==> config.mk <==
export PLATFORM = sky130hd
export DESIGN_NAME = reg16_loader
export DESIGN_NICKNAME = d
export VERILOG_FILES = /design/src/rtl/reg16_pkg.sv /design/src/rtl/reg_file16x8.sv /design/src/rtl/reg16_loader.sv
export SDC_FILE = /design/constraint.sdc
export NUM_CORES = 1
export LEC_CHECK = 0
export ABC_CLOCK_PERIOD_IN_PS = 2800
export CORE_AREA = 2 2 117 119
export CTS_CLUSTER_DIAMETER = 30
export CTS_CLUSTER_SIZE = 10
export DETAILED_ROUTE_END_ITERATION = 8
export DIE_AREA = 0 0 119 121
export GPL_TIMING_DRIVEN = 0
export PLACE_DENSITY_LB_ADDON = 0.3
export SLEW_MARGIN = 20
export SYNTH_ARGS = -nofsm -noshare
export SYNTH_HDL_FRONTEND = slang
export SYNTH_SLANG_ARGS = --single-unit
export TNS_END_PERCENT = 1
==> constraint.sdc <==
create_clock -name Clk -period 2.8 [get_ports Clk]
set_input_delay 0.7 -clock Clk [delete_from_list [all_inputs] [get_ports Clk]]
set_output_delay 0.7 -clock Clk [all_outputs]
set_load 0.05 [all_outputs]
==> src/rtl/reg16_pkg.sv <==
// Shared types and sizing for the 16x8 register-file loader and its storage.
// Loader FSM states plus the data, address and statistics widths.
package reg16_pkg;

    localparam int DEPTH = 16;
    localparam int WIDTH = 8;
    localparam int AW    = $clog2(DEPTH);
    localparam int SW    = WIDTH + AW;

    localparam logic [WIDTH-1:0] HI_THRESH = WIDTH'(128);

    typedef enum logic [1:0] {
        IDLE  = 2'd0,
        CLEAR = 2'd1,
        LOAD  = 2'd2,
        DONE  = 2'd3
    } state_t;

endpackage

==> src/rtl/reg_file16x8.sv <==
// 16x8 register file, one write port and one registered read port (1-cycle latency).
// Storage is not reset; a same-address read and write returns the old contents.
module reg_file16x8
    import reg16_pkg::*;
(
    input  logic             Clk,
    input  logic             Rst,
    input  logic             wr_en,
    input  logic [AW-1:0]    wr_addr,
    input  logic [WIDTH-1:0] wr_data,
    input  logic             rd_en,
    input  logic [AW-1:0]    rd_addr,
    output logic [WIDTH-1:0] rd_data
);

    logic [WIDTH-1:0] mem [DEPTH];

    always_ff @(posedge Clk) begin
        if (wr_en) begin
            mem[wr_addr] <= wr_data;
        end
    end

    // Non-blocking update of both ports gives read-before-write on a collision.
    always_ff @(posedge Clk) begin
        if (Rst) begin
            rd_data <= '0;
        end else if (rd_en) begin
            rd_data <= mem[rd_addr];
        end
    end

endmodule

==> src/rtl/reg16_loader.sv <==
// Clears, then loads 16 samples into the register file while tracking sum, max and high count.
// Stats update one cycle after each accepted beat; in_ready is high only in LOAD, done is held.
module reg16_loader
    import reg16_pkg::*;
(
    input  logic             Clk,
    input  logic             Rst,
    input  logic             start,
    input  logic             in_valid,
    input  logic [WIDTH-1:0] in_data,
    output logic             in_ready,
    output logic             busy,
    output logic             done,
    output logic [AW:0]      count,
    output logic [WIDTH-1:0] max,
    output logic [SW-1:0]    sum,
    output logic [AW:0]      hi_cnt,
    input  logic             rd_en,
    input  logic [AW-1:0]    rd_addr,
    output logic [WIDTH-1:0] rd_data
);

    state_t           state;
    state_t           state_nxt;
    logic [AW-1:0]    wr_ptr;
    logic             wr_en;
    logic [WIDTH-1:0] wr_data;
    logic             accept;
    logic             last_beat;
    logic             clear_last;
    logic             restart;

    assign accept     = in_valid && in_ready;
    assign last_beat  = (count == (AW+1)'(DEPTH-1));
    assign clear_last = (wr_ptr == AW'(DEPTH-1));
    assign restart    = start && (state == IDLE || state == DONE);

    always_ff @(posedge Clk) begin
        if (Rst) begin
            state <= IDLE;
        end else begin
            state <= state_nxt;
        end
    end

    always_comb begin
        state_nxt = state;
        case (state)
            IDLE:    if (start) state_nxt = CLEAR;
            CLEAR:   if (clear_last) state_nxt = LOAD;
            LOAD:    if (accept && last_beat) state_nxt = DONE;
            DONE:    if (start) state_nxt = CLEAR;
            default: state_nxt = IDLE;
        endcase
    end

    // The write port is shared by the zero-fill sweep and the sample load.
    always_comb begin
        in_ready = (state == LOAD);
        busy     = (state == CLEAR) || (state == LOAD);
        done     = (state == DONE);
        wr_en    = (state == CLEAR) || ((state == LOAD) && in_valid);
        wr_data  = (state == LOAD) ? in_data : '0;
    end

    always_ff @(posedge Clk) begin
        if (Rst) begin
            wr_ptr <= '0;
            count  <= '0;
            max    <= '0;
            sum    <= '0;
            hi_cnt <= '0;
        end else if (restart) begin
            wr_ptr <= '0;
            count  <= '0;
            max    <= '0;
            sum    <= '0;
            hi_cnt <= '0;
        end else if (state == CLEAR) begin
            wr_ptr <= wr_ptr + AW'(1);
        end else if (accept) begin
            wr_ptr <= wr_ptr + AW'(1);
            count  <= count + (AW+1)'(1);
            sum    <= sum + SW'(in_data);
            if (in_data > max) begin
                max <= in_data;
            end
            if (in_data >= HI_THRESH) begin
                hi_cnt <= hi_cnt + (AW+1)'(1);
            end
        end
    end

    reg_file16x8 u_reg_file (
        .Clk     (Clk),
        .Rst     (Rst),
        .wr_en   (wr_en),
        .wr_addr (wr_ptr),
        .wr_data (wr_data),
        .rd_en   (rd_en),
        .rd_addr (rd_addr),
        .rd_data (rd_data)
    );

endmodule

==> results.ini <==
[sta]
slew_headroom_pct=40.7
rsz0062_at_grt=no
finalHoldViolCount=0
setup_viol=0
finalHoldWorstSlack_ns=0.480
skew_ns=0.00766
layout_min_cycle_time_ns=2.61
slew_viol_final=0
fmax_mhz=383
tightest_slew_ns=0.886
final.period_utilization_pct=93.3

[power]
share_comb_of_total_power_pct=17.3
leakagePower_nw=3.17
total_power_mw=6.20
p_seq_share_pct=48.6
switching_share_pct=27.2
power.density_nw_per_um2=708
p_int_mw=4.51
net-switching-power_mw=1.69
clockPowerShare_pct=34.1
ir_drop_uv=548

[min_path]
holdPathStages=2
min_to=u_reg_file.rd_data[6]
min_from=u_reg_file.rd_data[6]
hold_path_class=reg2reg

[placed_design]
dpl.hpwl_um=10800
gp_congestion=0.839
io_buffers=55
place_area_um2=8230
dpl.cell_count=790

[synth]
ys.flop_type=edfxtp_1
synth.distinct_cells=47
ys_ff_latch=172
yosysSeqAreaShare_pct=63.5
muxShareOfSynthArea_pct=8.88
synth_area_um2=7440
synth-simple-area-share_pct=7.50
synthCells=559
synth-edff-count=128
avgSynthCellArea_um2=13.3
ys_async_sr_fraction_pct=0
ys_warn_count=0
synthAdderAreaFrac_pct=4.81
synth-compound-area-share_pct=10.5
synth_top_family_by_area=compound AO/OA/AOI/OAI gates
synth_nets=604
synth_xor_area_share_pct=2.12

[finish]
area_growth_pct=17.7
drive_gt1_share_pct=9.75
layout_common_cells=128 x edfxtp_1, 57 x mux2i_1, 54 x clkdlybuf4s50_1
seq_area_um2=4720
multi_input_area_um2=2530
final-instance-count-excl-fill=822
final_common_cell=edfxtp_1
nFillCells=938
n_antenna_cell=0
nets=678
final_cell_area_um2=8760

[detailed_routing]
wl_per_cell_um=19.5
drtIter0Drc=467
vias_per_cell=5.80
wl_um=16000
vias=4765
drtAntennaViolNets=0
dr.pass1.iters=7
drc_errors=0

[worst_setup_path]
start_kind=flip-flop
cp-end-kind=output pin
worst_ep_required_time_ns=2.10
rr_worst_depth=7
crit_fanout=5
rr_endpoint=u_reg_file.mem[6][2]
ff2ff_setup_slack_ns=0.27
rr_startpoint=state[0]
critical_path_class=reg2out
critPathArrivalTime_ns=1.91

[global_routing]
antenna_found_initial=0
grt_max_degree=17
grt_use_total_pct=23.5
grt_pass1_vias=4846
grt_pass1_wl_um=25300
grt_overflow_total=0

[die]
io_pins=58
die-area_um2=14400
die_w_um=119
die_h_um=121
coreArea_um2=13100
rows=42
start_util_pct=56.9

[clock_tree]
cts_max_level=4
ctsHoldBuffers=0
clk_latency_ns=0.43
clk_pin_slew_ns=0.06
clockBufferDepth=2
cts_made_buffers=17
cts_sinks=172
cts-root-buf=clkbuf_16
tritoncts=built

[run]
maxCapViolCount=0

[status]
status=complete, no violations

state kept, by name (all words and copies together) (netlist names):
name	flops
max	8
count	5
u_reg_file.rd_data	8
wr_ptr	4
hi_cnt	5
sum	12
u_reg_file.mem	128
state	2
metal layers:
| layer | up-vias | track usage, % | share of wire (%) |
|---|---|---|---|
| met3 | 28 | 6.39 | 6.6 |
| li1 | 2245 | - | - |
| met4 | 0 | 9.82 | 2.8 |
| met1 | 2303 | 29.9 | 42 |
| met2 | 189 | 38.1 | 49 |
| met5 | - | 0 | 0 |
layout make-up:
| cell class | instances | area share (%) |
|---|---|---|
| flip-flops and latches | 172 | 54.0 |
| multi-input cells | 344 | 28.9 |
| repair buffers | 55 | 6.27 |
| clock buffers | 21 | 5.14 |
| well taps | 176 | 2.51 |
| plain buffers | 28 | 1.69 |
| clock inverters | 11 | 0.872 |
| inverters | 15 | 0.643 |
cells by family (layout without fill, tap and decap cells):
kind of cell,count (synthesis),in the layout
xor+xnor,18,18
fa+ha+maj,28,28
compound gates,115,115
mux,65,65
simple gates,118,118
buf+inv,43,130
flops,172,172
how the worst max path moves through the flow:
| stage | start | endpoint | slack, ns | depth (start not counted) |
|---|---|---|---|---|
| finish | state[0] | in_ready | 0.19 | 3 |
| global route | state[0] | u_reg_file.mem[6][3] | 0.05 | 7 |
| CTS | state[0] | in_ready | 0.18 | 3 |
| detailed placement | in_data[0] | sum[10] | -0.14 | 8 |
| global placement | in_valid | u_reg_file.mem[3][6] | -0.30 | 5 |
| floorplan | state[0] | u_reg_file.mem[3][0] | 0.25 | 7 |
power by group through the flow:
stage,clock network [mW],registers [mW],logic [mW]
floorplan,0,3.13,0.635
global placement,0,3.06,1.02
detailed placement,0,3.07,1.06
CTS,2.14,3.01,1.07
global route,2.26,3.03,1.15
finish,2.11,3.02,1.07
synth_stat cells, drive strengths merged, types with 10 or more instances:
master / n / share of area (%)
nor2: 36 / 1.8
o21ai: 22 / 1.5
a22o: 14 / 1.6
inv: 15 / 0.76
o211ai: 11 / 1.1
edfxtp: 128 / 52
dfxtp: 44 / 12
xor2: 10 / 1.2
and2: 12 / 1.0
mux2i: 57 / 7.7
ha: 27 / 4.5
a21oi: 33 / 2.3
buf: 22 / 1.7
nand3: 10 / 0.67
nand2: 32 / 1.6
through the flow:
step           setup TNS (ns)  setup slack, ns  utilization (%)
3_5_place_dp           -0.268           -0.144             62.9
2_1_floorplan               0            0.251                -
4_1_cts                     0            0.177             66.9
5_1_grt                     0           0.0541             66.9
3_3_place_gp            -7.25           -0.303             62.8
6_report                    0            0.188             66.9
repair_timing:
item	4_1_cts	5_1_grt
setup buffers	0	0
hold endpoints to repair	0	0
endpoints found under the setup margin	1	0
gates resized for setup	1	0
worst max-delay path: stages, from the launching register on:
cell             delay [ns]
dfxtp_1                0.35
inv_1                  0.07
ha_1                   0.20
clkdlybuf4s50_1        0.86
No activity file was read; power rests on OpenSTA's default activity.
